$ cat src/rtl/cpu_pkg.sv
// Shared CPU definitions used by the divider: func[1:0] operation encodings,
// iteration count, divider FSM state type and a sign-fixup helper.
package cpu_pkg;

  localparam logic [1:0] DIV_OP  = 2'b00;
  localparam logic [1:0] DIVU_OP = 2'b01;
  localparam logic [1:0] REM_OP  = 2'b10;
  localparam logic [1:0] REMU_OP = 2'b11;

  localparam int unsigned DIV_ITERS = 32;

  typedef enum logic [1:0] {
    IDLE,
    CALC,
    FINISH
  } div_state_t;

  // Two's-complement negate when neg is set; used for |x| and result sign fix-up
  function automatic logic [31:0] neg_if(input logic neg, input logic [31:0] v);
    return neg ? (~v + 32'd1) : v;
  endfunction

endpackage

$ cat src/rtl/div_step.sv
// One restoring-division iteration: shift {rem, quo} left by one, trial-subtract
// the divisor using a 33-bit compare, keep the difference when it fits.
module div_step (
  input  logic [31:0] rem,
  input  logic [31:0] quo,
  input  logic [31:0] dvsr,
  output logic [31:0] rem_next,
  output logic [31:0] quo_next
);
  import cpu_pkg::*;

  logic [32:0] shifted;
  logic [31:0] diff;
  logic        fits;

  // Shift, compare and conditionally subtract
  always_comb begin
    shifted = {rem, quo[31]};
    fits    = (shifted >= {1'b0, dvsr});
    diff    = shifted[31:0] - dvsr;
    if (fits) begin
      rem_next = diff;
      quo_next = {quo[30:0], 1'b1};
    end else begin
      rem_next = shifted[31:0];
      quo_next = {quo[30:0], 1'b0};
    end
  end

endmodule

$ cat src/rtl/div_unit.sv
// Iterative radix-2 restoring divider for RV32M DIV/DIVU/REM/REMU.
// Optional feature macro: DIV_EARLY_OUT_EN -- divide-by-zero and signed
// overflow skip CALC and go straight to FINISH with the result preloaded.
module div_unit (
  input  logic        aclk,
  input  logic        rst_n,
  input  logic        start,
  input  logic [2:0]  func,
  input  logic [31:0] din1,
  input  logic [31:0] din2,
  input  logic        flush,
  output logic        busy,
  output logic        done,
  output logic [31:0] dout
);
  import cpu_pkg::*;

  div_state_t  state, state_next;
  logic [4:0]  cnt;
  logic [1:0]  op;
  logic        q_neg, r_neg;
  logic        sp_zero, sp_ovf;
  logic [31:0] rem, quo, dvsr;
  logic [31:0] rem_next, quo_next;
  logic [31:0] dout_r;
  logic        done_r;

  logic        launch;
  logic        is_signed;
  logic        in_zero, in_ovf;
  logic        early_hit;
  logic [31:0] a_abs, b_abs;
  logic [31:0] q_fix, r_fix, result;
  logic        func_unused;

  // func[2] is always 1 from the decoder and carries no information
  assign func_unused = func[2];

  div_step u_step (
    .rem      (rem),
    .quo      (quo),
    .dvsr     (dvsr),
    .rem_next (rem_next),
    .quo_next (quo_next)
  );

  // Launch decode: operand magnitudes and special-case detection
  always_comb begin
    launch    = (state == IDLE) && start && !flush;
    is_signed = !func[0];
    a_abs     = is_signed ? neg_if(din1[31], din1) : din1;
    b_abs     = is_signed ? neg_if(din2[31], din2) : din2;
    in_zero   = (din2 == '0);
    in_ovf    = is_signed && (din1 == 32'h8000_0000) && (din2 == '1);
`ifdef DIV_EARLY_OUT_EN
    early_hit = in_zero || in_ovf;
`else
    early_hit = 1'b0;
`endif
  end

  // State register
  always_ff @(posedge aclk or negedge rst_n) begin
    if (!rst_n) state <= IDLE;
    else        state <= state_next;
  end

  // Next-state logic
  always_comb begin
    state_next = state;
    unique case (state)
      IDLE:   if (launch) state_next = early_hit ? FINISH : CALC;
      CALC:   if (flush) state_next = IDLE;
              else if (cnt == 5'(DIV_ITERS - 1)) state_next = FINISH;
      FINISH: state_next = IDLE;
      default: state_next = IDLE;
    endcase
  end

  // Outputs derived from registered state only
  always_comb begin
    busy = (state != IDLE);
    done = done_r;
    dout = dout_r;
  end

  // Sign fix-up and RISC-V special-case override; the natural datapath already
  // yields rem = din1 for divide-by-zero, so only the quotient is forced there
  always_comb begin
    q_fix  = neg_if(q_neg, quo);
    r_fix  = neg_if(r_neg, rem);
    if (sp_zero) q_fix = '1;
    if (sp_ovf) begin
      q_fix = 32'h8000_0000;
      r_fix = '0;
    end
    result = op[1] ? r_fix : q_fix;
  end

  // Operand capture, iteration datapath, counter and result register
  always_ff @(posedge aclk or negedge rst_n) begin
    if (!rst_n) begin
      cnt     <= '0;
      op      <= DIV_OP;
      q_neg   <= 1'b0;
      r_neg   <= 1'b0;
      sp_zero <= 1'b0;
      sp_ovf  <= 1'b0;
      rem     <= '0;
      quo     <= '0;
      dvsr    <= '0;
      dout_r  <= '0;
      done_r  <= 1'b0;
    end else begin
      done_r <= 1'b0;
      unique case (state)
        IDLE: begin
          cnt <= '0;
          if (launch) begin
            op      <= func[1:0];
            sp_zero <= in_zero;
            sp_ovf  <= in_ovf;
            dvsr    <= b_abs;
            if (early_hit) begin
              quo   <= in_zero ? '1 : 32'h8000_0000;
              rem   <= in_zero ? din1 : '0;
              q_neg <= 1'b0;
              r_neg <= 1'b0;
            end else begin
              quo   <= a_abs;
              rem   <= '0;
              q_neg <= is_signed && (din1[31] ^ din2[31]);
              r_neg <= is_signed && din1[31];
            end
          end
        end
        CALC: begin
          if (flush) begin
            cnt <= '0;
          end else begin
            rem <= rem_next;
            quo <= quo_next;
            cnt <= cnt + 5'd1;
          end
        end
        FINISH: begin
          cnt <= '0;
          if (!flush) begin
            dout_r <= result;
            done_r <= 1'b1;
          end
        end
        default: cnt <= '0;
      endcase
    end
  end

endmodule

$ cat config.mk
export PLATFORM = sky130hd
export DESIGN_NAME = div_unit
export DESIGN_NICKNAME = d
export VERILOG_FILES = /design/src/rtl/cpu_pkg.sv /design/src/rtl/div_step.sv /design/src/rtl/div_unit.sv
export SDC_FILE = /design/constraint.sdc
export NUM_CORES = 1
export LEC_CHECK = 0
export CAP_MARGIN = 20
export CORE_ASPECT_RATIO = 1.4
export CORE_MARGIN = 1
export CORE_UTILIZATION = 35
export DETAILED_ROUTE_END_ITERATION = 7
export PLACE_DENSITY = 0.6
export RECOVER_POWER = 100
export SYNTH_ARGS = -nofsm -noshare
export SYNTH_HDL_FRONTEND = slang
export SYNTH_SLANG_ARGS = --single-unit
$ cat constraint.sdc
create_clock -name aclk -period 4.1 [get_ports aclk]
set_input_delay 0.82 -clock aclk [delete_from_list [all_inputs] [get_ports aclk]]
set_output_delay 0.82 -clock aclk [all_outputs]
set_load 0.1 [all_outputs]
; Word level (Yosys, flattened, before mapping)
; Cells that the tools add are included.
[word_totals]
in_bits = 71
romBits = 0
latchBits = 0
wordCells = 75
reg_bits = 142
ram_bits = 0
memories = 0
out_inout_bits = 34
[op_classes]
n_lt_le_gt_ge = 1
n_shift = 0
add_sub_neg = 6
div = 0
n_reduce_logical = 16
eq_ne = 8
mul = 0
muxes = 26
bitwise_logic = 6
[op_table]
columns = operator, count
row1 = 2-to-1 mux 32 bit, 15
row2 = "adder 32 x 1 -> 32 bit, second input constant", 4
row3 = inverter 32 bit, 4
row4 = one-hot mux 32 bit (2 select lines), 2
row5 = "== test 32 bit, second input constant", 2
row6 = >= comparator 33 x 32 -> 1 bit, 1
row7 = zero test 32 bit, 1
row8 = subtractor 32 bit, 1
row9 = 2-to-1 mux 5 bit, 2
row10 = logical AND 1 bit, 6
row11 = 2-to-1 mux 2 bit, 3
row12 = AND reduction 2 bit, 3
row13 = "adder 5 x 1 -> 5 bit, second input constant", 1
row14 = "== test 5 bit, second input constant", 1
row15 = "inequality test 2 bit, second input constant", 2
row16 = one-hot mux 2 bit (2 select lines), 1
row17 = nonzero test 2 bit, 2
row18 = 2-to-1 mux 1 bit, 3
row19 = "inequality test 3 bit, second input constant", 1
row20 = AND reduction 3 bit, 1
row21 = "== test 2 x 1 -> 1 bit, second input constant", 1
row22 = "== test 2 bit, second input constant", 1
row23 = zero test 1 bit, 2
row24 = zero test 2 bit, 1
row25 = other kinds (2), 2

; Logic depth before layout (Yosys ltp)
; Gate-level depths: netlist of run 1.
[logic_depth]
word_depth = 6
ltp_mapped = 13
mapped_depth_nobuf = 13

; Hierarchy
; A second synthesis of run 1 with hierarchy kept.
[unflattened]
cells_unflattened = 1326
area_unflattened_um2 = 11079.4
[by_module_without_submodules]
columns = mod, area_per_inst_um2, n_inst, cells_each
row1 = div_unit, 8478.1, 1, 932
row2 = div_step, 2601.2, 1, 394

; Worst setup path before layout of run 1
; No wires, ideal clock.
[synth_timing]
path_kind = input -> register
start = input port din1[5]
end = register quo[24]
t_arrival_ns = 2.777
n_path_buf = 0
path_stages = 9
path_slack_ns = 1.189
required_time_ns = 3.967
path_cell_list = nor4_1 -> nand3_1 -> nor4_2 -> nand2_1 -> o41ai_1 -> xor2_1 -> nor2_1 -> a21oi_1 -> o21ai_0
[synth_via]
elab_chain_cells = 6
[synth_rtl]
columns = element, line
row1 = start: declaration, div_unit.sv:9  ; input logic [31:0] din1,
row2 = inverter 32 bit, cpu_pkg.sv:20  ; return neg ? (~v + 32'd1) : v;
row3 = adder 32 x 1 -> 32 bit, cpu_pkg.sv:20
row4 = 2-to-1 mux 32 bit, cpu_pkg.sv:20
row5 = 2-to-1 mux 32 bit, div_unit.sv:51  ; a_abs = is_signed ? neg_if(din1[31], din1) : din1;
row6 = 2-to-1 mux 32 bit, div_unit.sv:119  ; if (launch) begin
row7 = one-hot mux 32 bit (2 select lines), div_unit.sv:116  ; unique case (state)
row8 = end signal: assignment, div_unit.sv:125  ; quo <= in_zero ? '1 : 32'h8000_0000;
row9 = end signal: assignment, div_unit.sv:130  ; quo <= a_abs;
row10 = end signal: assignment, div_unit.sv:142  ; quo <= quo_next;
row11 = end: declaration, div_unit.sv:23  ; logic [31:0] rem, quo, dvsr;
; Every way passes these cells. The select of a mux whose other input is x is not followed.
; A chain may end at the register's enable or synchronous reset.

; Worst setup path after layout of run 1
[layout_timing]
start = register state[1]
end = register rem[24]
[layout_via]
elab_chain_cells = 5
elab_cells_between_ends = 9
[layout_rtl]
columns = element, line
row1 = start: declaration, div_unit.sv:18  ; div_state_t state, state_next;
row2 = start signal: assignment, div_unit.sv:65  ; else state <= state_next;
row3 = zero test 2 bit, "div_unit.sv:49, div_unit.sv:116"
row4 = logical AND 1 bit (2 in series), div_unit.sv:49  ; launch = (state == IDLE) && start && !flush;
row5 = inequality test 2 bit (no line), -
row6 = AND reduction 3 bit (no line), -
row7 = end signal: assignment, div_unit.sv:126  ; rem <= in_zero ? din1 : '0;
row8 = end signal: assignment, div_unit.sv:141  ; rem <= rem_next;
row9 = end: declaration, div_unit.sv:23
; Parallel ways exist; a longest one is shown, timed or not.

==> flow_summary_export.csv, run 1 <==
group,metric,value,unit
outcome,status,"finished, violations left",
outcome,violations,"max-capacitance violations, max-slew violations",
drt,drc_errors,0,
synth,synth_seq_cells,141,
synth,ys_seq_area_frac,0.343,
global_routing,grt_overflow,0,
cells_and_area,seq_area,3530,um2
synth,yosysWarnings,0,
cells_and_area,multi_input_area,6260,um2
timing,finalClockSkew,7.34,ps
cells_and_area,syn2layout_area_growth,19.9,%
cells_and_area,layout_commonest_cell,"nand2_1",
power,p_per_area,592,nW/um2
die,die_w,147,um
cts,cts_max_path_buffers,2,
drt,drt_wl_total,27.3,mm
cells_and_area,final_cell_mix,"nand2_1 (181), o21ai_0 (151), dfrtp_1 (141)",
synth,avgSynthCellArea,8.12,um2
drt,vias,9178,
cts,clkSinkCount,141,
synth,synth-edff-count,0,
synth,syn_inst,1267,
timing,slew_violations,149,
die,die_area,30100,um2
timing,setup_viol_count_final,0,
die,rows,73,
setup_path,r2r_slack,680,ps
cts,ctsResizeCount,0,
cells_and_area,n_antenna_cell,0,
timing,worst_hold_slack,462,ps
placement,dp_hpwl,20.7,mm
cts,clk_pin_slew,60,ps
cts,clk_latency,440,ps
die,ios,105,
global_routing,grt_usage,0.188,
drt,final_antenna_net_count,0,
drt,vias_per_cell,5.29,
power,ir_worst_vdd,0.249,mV
cts,hold_buffers,0,
cts,postCtsSetupRepairBufs,0,
global_routing,grt_pass1_vias,8867,
timing,rsz0062_at_grt,"no",
timing,fmax,0.293,GHz
synth,synth_fp_nets,1378,
timing,fin_crit,3420,ps
power,p_leak,5.54,nW
synth,synth_cell_types,62,
timing,hold_viol,0,
setup_path,crit_arrival,3760,ps
global_routing,grt_max_degree,86,
cells_and_area,fillers,2921,
placement,postPlaceCellArea,11700,um2
synth,synthFlopType,"dfrtp_1",
global_routing,grt_first_pass_wirelength,45.0,mm
synth,synthesis.area,10300,um2
global_routing,antenna_found_initial,0,
cts,h-tree-depth,4,
setup_path,cp-end-kind,"register",
timing,fin_tns_setup,0,ps
hold_path,hold_path.class,"reg2reg",
cells_and_area,drive_gt1_frac,0.0470,
synth,synthTopCellsByArea,"dfrtp_1 (34%), o21ai_0 (7.3%), xor2_1 (7.2%)",
setup_path,criticalPathCategory,"reg2reg",
synth,ys_async_sr_fraction,1.00,
drt,drtPass1Iterations,5,
die,core,28700,um2
cts,root_buffer,"clkbuf_16",
cts,cts_buffers,17,
synth,synth_top_cell_by_area,"dfrtp_1",
cells_and_area,finalInstanceArea,12300,um2
timing,timing.slew.headroom,-0.746,
timing,worst_pin_slew,2620,ps
drt,wl_per_cell,15.7,um
drt,drt-initial-drc-count,509,
placement,io_buffers,103,
synth,synth_top_area_frac,0.343,
job,drv_cap,2,
die,initial_core_util,0.359,
placement,place_congestion,0.871,
setup_path,cp-start-kind,"register",
cells_and_area,fin_nets,1459,
die,die_y,205,um
setup_path,critPathRequiredTime,4440,ps
cts,cts_tree,"yes",
timing,final.period_utilization,0.834,
setup_path,cp_max_fo,63,
-- Yosys cell counts, types with 6 or more instances --
| cell type | number |
|---|---|
| nand3_1 | 14 |
| nand4_1 | 9 |
| o31ai_1 | 26 |
| a221oi_1 | 16 |
| a22o_1 | 9 |
| o21bai_1 | 8 |
| a211oi_1 | 6 |
| o41ai_1 | 11 |
| nand2_1 | 181 |
| or3_1 | 15 |
| clkbuf_1 | 51 |
| a21o_1 | 29 |
| mux2i_1 | 18 |
| a31oi_1 | 9 |
| nand2b_1 | 9 |
| ha_1 | 39 |
| dfrtp_1 | 141 |
| nor3_1 | 22 |
| a21oi_1 | 113 |
| nor4_1 | 11 |
| o21ai_0 | 150 |
| inv_1 | 60 |
| xnor2_1 | 59 |
| xor2_1 | 85 |
| a221o_1 | 6 |
| a22oi_1 | 13 |
| nor2b_1 | 8 |
| nor2_1 | 85 |
-- critical path: stages, from the launching register on --
cell and delay, ps:
dfrtp_1 440, nor2b_4 130, clkbuf_1 1840, nand2b_1 100, buf_4 330, nor2_1 290, a22oi_1 100, o21ai_0 100
-- metal layers --
metal  track usage  wire length, um  share of wire
met2         0.323            13300           0.49
met4        0.0588              391          0.014
met3        0.0281             1180          0.043
met5             0                0              0
met1         0.240            12500           0.46
-- flip-flops by register name (all words and copies together) (netlist names) --
name,count
cnt,5
done,1
dout,32
dvsr,32
op,1
q_neg,1
quo,32
r_neg,1
rem,32
sp_ovf,1
sp_zero,1
state,2
-- final cells by class --
cell class                      instances  share of cell area
Sequential cell                       141               0.286
Inverter                               60              0.0183
Clock inverter                         10              0.0130
Timing Repair Buffer                  126              0.0979
Multi-Input combinational cell       1002               0.507
Clock buffer                           22              0.0393
Tap cell                              375              0.0380
-- logic make-up after synthesis --
| group | after synthesis | synth area share |
|---|---|---|
| mux | 18 | 0.0175 |
| simple gates | 389 | 0.174 |
| flops | 141 | 0.343 |
| buf+inv | 124 | 0.0502 |
| xor+xnor | 144 | 0.123 |
| compound gates | 411 | 0.244 |
| fa+ha+maj | 40 | 0.0494 |
-- report_power, final --
group	total, mW	switching [mW]	internal (mW)
clock	1.69	0.608	1.08
sequential	2.11	0.450	1.66
combinational	3.50	2.04	1.46
total	7.30	3.09	4.20
-- metrics by stage --
stage | power [mW] | setup WS (ps) | utilization | cells
6_report | 7.30 | 682 | 0.430 | 1736
5_1_grt | 7.89 | 222 | 0.430 | 1736
4_1_cts | 7.34 | 789 | 0.431 | 1736
3_5_place_dp | 5.62 | 511 | 0.409 | 1704
3_3_place_gp | 5.57 | 543 | 0.409 | 1704
2_1_floorplan | 4.68 | 1190 | - | 1267
-- final timing paths --
kind | to | depth (start not counted) | start
max in group asynchronous | rem[27]$_DFFE_PN0P_ | 1 | rst_n
min in group asynchronous | cnt[0]$_DFF_PN0_ | 1 | rst_n
max reg2reg | rem[24]$_DFFE_PN0P_ | 7 | state[1]$_DFFE_PN0P_
max | rem[24]$_DFFE_PN0P_ | 7 | state[1]$_DFFE_PN0P_
min | cnt[0]$_DFF_PN0_ | 1 | cnt[0]$_DFF_PN0_
min reg2reg | cnt[0]$_DFF_PN0_ | 1 | cnt[0]$_DFF_PN0_
Power figures use the tool's default switching activity.
==> run 2: changes to the inputs <==
--- a/config.mk
+++ b/config.mk
@@ -10,7 +10,7 @@
 export CORE_MARGIN = 1
 export CORE_UTILIZATION = 35
 export DETAILED_ROUTE_END_ITERATION = 7
-export PLACE_DENSITY = 0.6
+export PLACE_DENSITY = 0.62
 export RECOVER_POWER = 100
 export SYNTH_ARGS = -nofsm -noshare
 export SYNTH_HDL_FRONTEND = slang
==> constraint.sdc (replaced) <==
create_clock -name aclk -period 2.9 [get_ports aclk]
set_input_delay 0.58 -clock aclk [delete_from_list [all_inputs] [get_ports aclk]]
set_output_delay 0.58 -clock aclk [all_outputs]
set_load 0.1 [all_outputs]
==> run 2 against run 1 <==
Effect of this change:
- maximum frequency up 21%
- critical endpoint is now rem[7]$_DFFE_PN0P_
- clock power up 34%
- the flow still finishes with violations (max-capacitance violations, max-slew violations)
- power up 57%
- sequential cell count unchanged
- critical path type unchanged
- final cell count up 7.9%
- combinational power up 84%
- cell area up 7.9%
==> flow_summary_export.csv, run 2 (same netlist as run 1, synthesis figures left out) <==
group,metric,value,unit
cts,clkSinkCount,141,
global_routing,antenna_found_initial,0,
cts,cts_buffers,17,
placement,io_buffers,103,
setup_path,reg2reg_depth,11,
setup_path,cp-end-kind,"register",
drt,drt_wl_total,29.1,mm
setup_path,cp-start-kind,"register",
drt,vias,9699,
global_routing,grt_max_degree,66,
hold_path,min_path_cells,1,
cells_and_area,finalInstanceArea,13300,um2
cts,h-tree-depth,4,
setup_path,r2r_slack,60,ps
timing,final.period_utilization,0.978,
cts,cts_max_path_buffers,2,
cts,clk_latency,430,ps
power,ir_worst_vdd,0.480,mV
cells_and_area,layout_commonest_cell,"nand2_1",
timing,hold_viol,0,
timing,setup_viol_count_final,0,
drt,final_antenna_net_count,0,
placement,dpl_worst_slack,-226,ps
setup_path,cp_max_fo,14,
cells_and_area,final_cell_mix,"nand2_1 (180), o21ai_0 (143), dfrtp_1 (141)",
cells_and_area,n_antenna_cell,0,
power,p_leak,6.03,nW
cts,hold_buffers,0,
timing,timing.slew.headroom,-0.173,
die,initial_core_util,0.359,
global_routing,grt_overflow,0,
die,die_w,147,um
timing,slew_violations,66,
cts,clk_pin_slew,60,ps
cells_and_area,fin_nets,1598,
placement,dp_hpwl,22.3,mm
hold_path,hold_path.class,"reg2reg",
die,ios,105,
cells_and_area,syn2layout_area_growth,29.4,%
setup_path,reg2reg_to,"rem[7]$_DFFE_PN0P_",
drt,drt-initial-drc-count,438,
drt,drtPass1Iterations,5,
die,rows,73,
die,die_y,205,um
cts,cts_tree,"yes",
hold_path,worstHoldStart,"cnt[0]$_DFF_PN0_",
die,die_area,30100,um2
global_routing,grt_first_pass_wirelength,47.6,mm
timing,rsz0062_at_grt,"yes",
timing,worst_slack,64.2,ps
outcome,violations,"max-capacitance violations, max-slew violations",
timing,fmax,0.353,GHz
global_routing,grt_pass1_vias,9883,
setup_path,critPathRequiredTime,3210,ps
placement,postPlaceCellArea,12700,um2
die,core,28700,um2
setup_path,criticalPathCategory,"reg2reg",
drt,vias_per_cell,5.18,
setup_path,timing.rr.start,"rem[24]$_DFFE_PN0P_",
power,p_per_area,863,nW/um2
job,drv_cap,1,
drt,drc_errors,0,
drt,wl_per_cell,15.5,um
outcome,status,"finished, violations left",
timing,finalClockSkew,9.88,ps
cells_and_area,drive_gt1_frac,0.151,
timing,fin_crit,2840,ps
setup_path,crit_arrival,3140,ps
hold_path,hold_end,"cnt[0]$_DFF_PN0_",
setup_path,crit_start,"rem[24]$_DFFE_PN0P_",
cts,root_buffer,"clkbuf_16",
timing,worst_pin_slew,1760,ps
placement,place_congestion,0.900,
global_routing,grt_usage,0.198,
run 2: changes by cell type in the layout (fill, tap and decap cells not counted), sizes merged:
cell           change
buf              +129
dlygate4sd3       -33
clkdlybuf4s50      -1
clkinvlp           -4
bufinv             -1
clkbuf            +46
clkinv             +2
run 2: metrics by stage:
| stage | std cells | util | hold WS (ps) | setup TNS, ps | power (mW) |
|---|---|---|---|---|---|
| 6_report | 1874 | 0.464 | 460 | 0 | 11.5 |
| 3_3_place_gp | 1840 | 0.442 | 443 | -1380 | 8.69 |
| 4_1_cts | 1871 | 0.464 | 181 | 0 | 11.2 |
| 5_1_grt | 1874 | 0.464 | 493 | -793 | 12.3 |
| 2_1_floorplan | 1267 | - | 284 | 0 | 6.62 |
| 3_5_place_dp | 1840 | 0.442 | 451 | -1840 | 8.80 |
run 2: area by class of cell:
type                    count  area (um2)
multi-input cells        1002        6470
flip-flops and latches    141        3530
repair buffers            265        2010
inverters                  60         225
clock buffers              24         492
clock inverters             7         110
well taps                 375         469
fillers                  2917       15400
run 2: worst max-delay path: stages (launching register included):
cell and delay [ps]:
dfrtp_1 410, ha_1 310, and3_4 190, nand2_2 90, or3_4 400, o31ai_4 310
o31ai_1 120, o21ai_2 240, clkbuf_2 190, clkbuf_16 180, mux2i_1 180, o21ai_0 80
run 2: how the worst max path moves through the flow:
stage / end / cells past startpoint
floorplan: rem[18]$_DFFE_PN0P_ / 12
CTS: rem[26]$_DFFE_PN0P_ / 12
finish: rem[7]$_DFFE_PN0P_ / 11
global placement: quo[30]$_DFFE_PN0P_ / 12
global route: dout[27]$_DFFE_PN0P_ / 9
detailed placement: quo[30]$_DFFE_PN0P_ / 12
run 2: timing repair:
action / 4_1_cts / 5_1_grt
endpoints found under the hold margin: 0 / 0
endpoints found under the setup margin: 9 / 40
gates cloned: 0 / 1
pin swaps: 0 / 12
gates resized for setup: 8 / 38
setup buffers: 0 / 2
run 2: metal layers:
metal	part of all wire	GRT usage	up-vias
met3	0.034	0.0263	38
met2	0.49	0.345	195
met1	0.45	0.244	4535
met4	0.021	0.0804	0
li1	-	-	4931
met5	0	0	-
run 2: report_power, final:
part	internal [mW]	total [mW]	leakage [nW]	switching, mW
logic	2.96	6.44	3.86	3.49
registers	2.35	2.78	1.86	0.434
clock network	1.43	2.26	0.300	0.826
total	6.74	11.5	6.03	4.75
==> run 3: changes to the inputs <==
--- a/config.mk
+++ b/config.mk
@@ -10,6 +10,8 @@
 export CORE_MARGIN = 1
 export CORE_UTILIZATION = 35
 export DETAILED_ROUTE_END_ITERATION = 7
+export GPL_TIMING_DRIVEN = 0
+export HOLD_SLACK_MARGIN = 0.12
 export PLACE_DENSITY = 0.62
 export RECOVER_POWER = 100
 export SYNTH_ARGS = -nofsm -noshare
==> run 3 against run 2 <==
Effect of this change:
- the flow still finishes with violations (max-capacitance violations, max-slew violations)
- clock power increased by 3%
- die area unchanged
- non-clock buffer count decreased by 76
- register-to-register slack got worse by 60 ps
- final cell count decreased by 4.1%
- critical endpoint is now dout[29]$_DFFE_PN0P_
==> flow_summary_export.csv, run 3 (same netlist as run 1, synthesis figures left out) <==
group,metric,value,unit
timing,final.period_utilization,0.997,
global_routing,antenna_found_initial,0,
cts,cts_max_path_buffers,2,
timing,worst_slack,7.90,ps
cells_and_area,post-route-util,0.460,
global_routing,grt_first_pass_wirelength,49.1,mm
drt,drt-initial-drc-count,545,
outcome,status,"finished, violations left",
setup_path,path_buf_inv,0,
cells_and_area,syn2layout_area_growth,28.2,%
cells_and_area,drive_gt1_frac,0.112,
drt,wl_per_cell,17.4,um
setup_path,reg2reg_to,"dout[29]$_DFFE_PN0P_",
hold_path,hold_end,"cnt[0]$_DFF_PN0_",
setup_path,criticalPathCategory,"reg2reg",
power,p_leak,5.73,nW
drt,vias,9656,
power,ir_worst_vdd,0.514,mV
cells_and_area,fin_cells,1798,
drt,drtPass1Iterations,5,
setup_path,r2r_slack,8,ps
cts,root_buffer,"clkbuf_16",
drt,drc_errors,0,
placement,io_buffers,103,
timing,worst_pin_slew,2230,ps
die,die_w,147,um
cts,clk_pin_slew,60,ps
setup_path,crit_arrival,3210,ps
global_routing,grt_max_degree,86,
setup_path,crit_family,"simple AND/OR/NAND/NOR gates",
timing,worst_hold_slack,460,ps
setup_path,cp_max_fo,5,
cells_and_area,final_cell_mix,"nand2_1 (177), o21ai_0 (128), dfrtp_1 (127)",
hold_path,worstHoldStart,"cnt[0]$_DFF_PN0_",
setup_path,crit_path_max_incr_delay,560,ps
die,die_area,30100,um2
global_routing,grt_usage,0.208,
placement,dpl_worst_slack,-849,ps
global_routing,grt_overflow,0,
setup_path,cp-start-kind,"register",
cells_and_area,fin_nets,1522,
cts,clk_latency,430,ps
setup_path,timing.rr.start,"quo[17]$_DFFE_PN0P_",
placement,dp_hpwl,23.9,mm
setup_path,cp-end-kind,"register",
timing,hold_viol,0,
cells_and_area,layout_commonest_cell,"nand2_1",
die,rows,73,
hold_path,hold_path.class,"reg2reg",
drt,final_antenna_net_count,0,
setup_path,path_cells,"or4_4 -> nor4_4 -> nand2b_2 -> or4_4 -> or2_4 -> o41ai_4 -> xor2_1 -> a221oi_2 -> a21o_1",
timing,timing.slew.headroom,-0.488,
die,initial_core_util,0.359,
placement,placedCellCount,1746,
timing,fin_crit,2890,ps
cells_and_area,fillers,2851,
setup_path,crit_slowest_cell,"or4_4",
setup_path,critPathRequiredTime,3220,ps
setup_path,reg2reg_depth,9,
timing,rsz0062_at_grt,"yes",
setup_path,path_common_cell,"or4_4",
cts,cts_buffers,17,
job,drv_cap,1,
timing,fmax,0.346,GHz
timing,finalClockSkew,6.66,ps
power,p_per_area,874,nW/um2
hold_path,min_path_cells,1,
cts,cts_tree,"yes",
outcome,violations,"max-capacitance violations, max-slew violations",
cts,h-tree-depth,4,
power,power,11.5,mW
timing,setup_viol_count_final,0,
drt,vias_per_cell,5.37,
global_routing,grt_pass1_vias,9554,
timing,slew_violations,85,
placement,place_congestion,0.881,
drt,drt_wl_total,31.4,mm
die,ios,105,
cts,clkSinkCount,141,
cells_and_area,n_antenna_cell,0,
die,core,28700,um2
die,die_y,205,um
[run 3: what timing repair did]
item                       4_1_cts  5_1_grt
buffers inserted                 6       14
pin swaps                        9       12
setup endpoints to repair       63       47
hold buffers                     0        0
cloned                           0        4
gates resized for setup         50       86
[run 3: worst max-delay path by stage]
| stage | cells past startpoint | end | from |
|---|---|---|---|
| after floorplan | 12 | rem[18]$_DFFE_PN0P_ | rem[11]$_DFFE_PN0P_ |
| after global placement | 1 | dout[4]$_DFFE_PN0P_ | rst_n |
| after detailed placement | 12 | rem[29]$_DFFE_PN0P_ | rem[11]$_DFFE_PN0P_ |
| after CTS | 9 | dout[29]$_DFFE_PN0P_ | quo[18]$_DFFE_PN0P_ |
| after global routing | 13 | rem[2]$_DFFE_PN0P_ | rem[9]$_DFFE_PN0P_ |
| final | 9 | dout[29]$_DFFE_PN0P_ | quo[17]$_DFFE_PN0P_ |
[run 3: power by group]
| part | internal, mW | switching (mW) |
|---|---|---|
| logic | 2.73 | 3.49 |
| clock network | 1.47 | 0.852 |
| registers | 2.36 | 0.624 |
| total | 6.56 | 4.97 |
[run 3: layer usage]
| layer | wire length (um) | track usage |
|---|---|---|
| met4 | 1050 | 0.0848 |
| met5 | 0 | 0 |
| met1 | 13100 | 0.245 |
| met3 | 1220 | 0.0321 |
| met2 | 15900 | 0.375 |
[run 3: layout make-up]
class                      count  area [um2]  share of cell area
inverter                      60         225              0.0171
timing repair buffer         128        1290              0.0976
clock buffer                  19         453              0.0343
clock inverter                12         169              0.0128
tap                          375         469              0.0356
sequential                   141        3550               0.269
buffer                        61         319              0.0242
multi-input combinational   1002        6720               0.510
[run 3: metrics by stage]
step / setup TNS, ps / instance area, um2
2_1_floorplan: 0 / 10300
3_3_place_gp: -707530 / 11800
3_5_place_dp: -41610 / 11800
4_1_cts: 0 / 12700
5_1_grt: -2490 / 13200
6_report: 0 / 13200
[run 3: worst register-to-register path: stages (launching register included)]
cell	delay (ps)
dfrtp_2	440
or4_4	560
nor4_4	210
nand2b_2	120
or4_4	490
or2_4	270
o41ai_4	210
xor2_1	230
a221oi_2	90
a21o_1	160
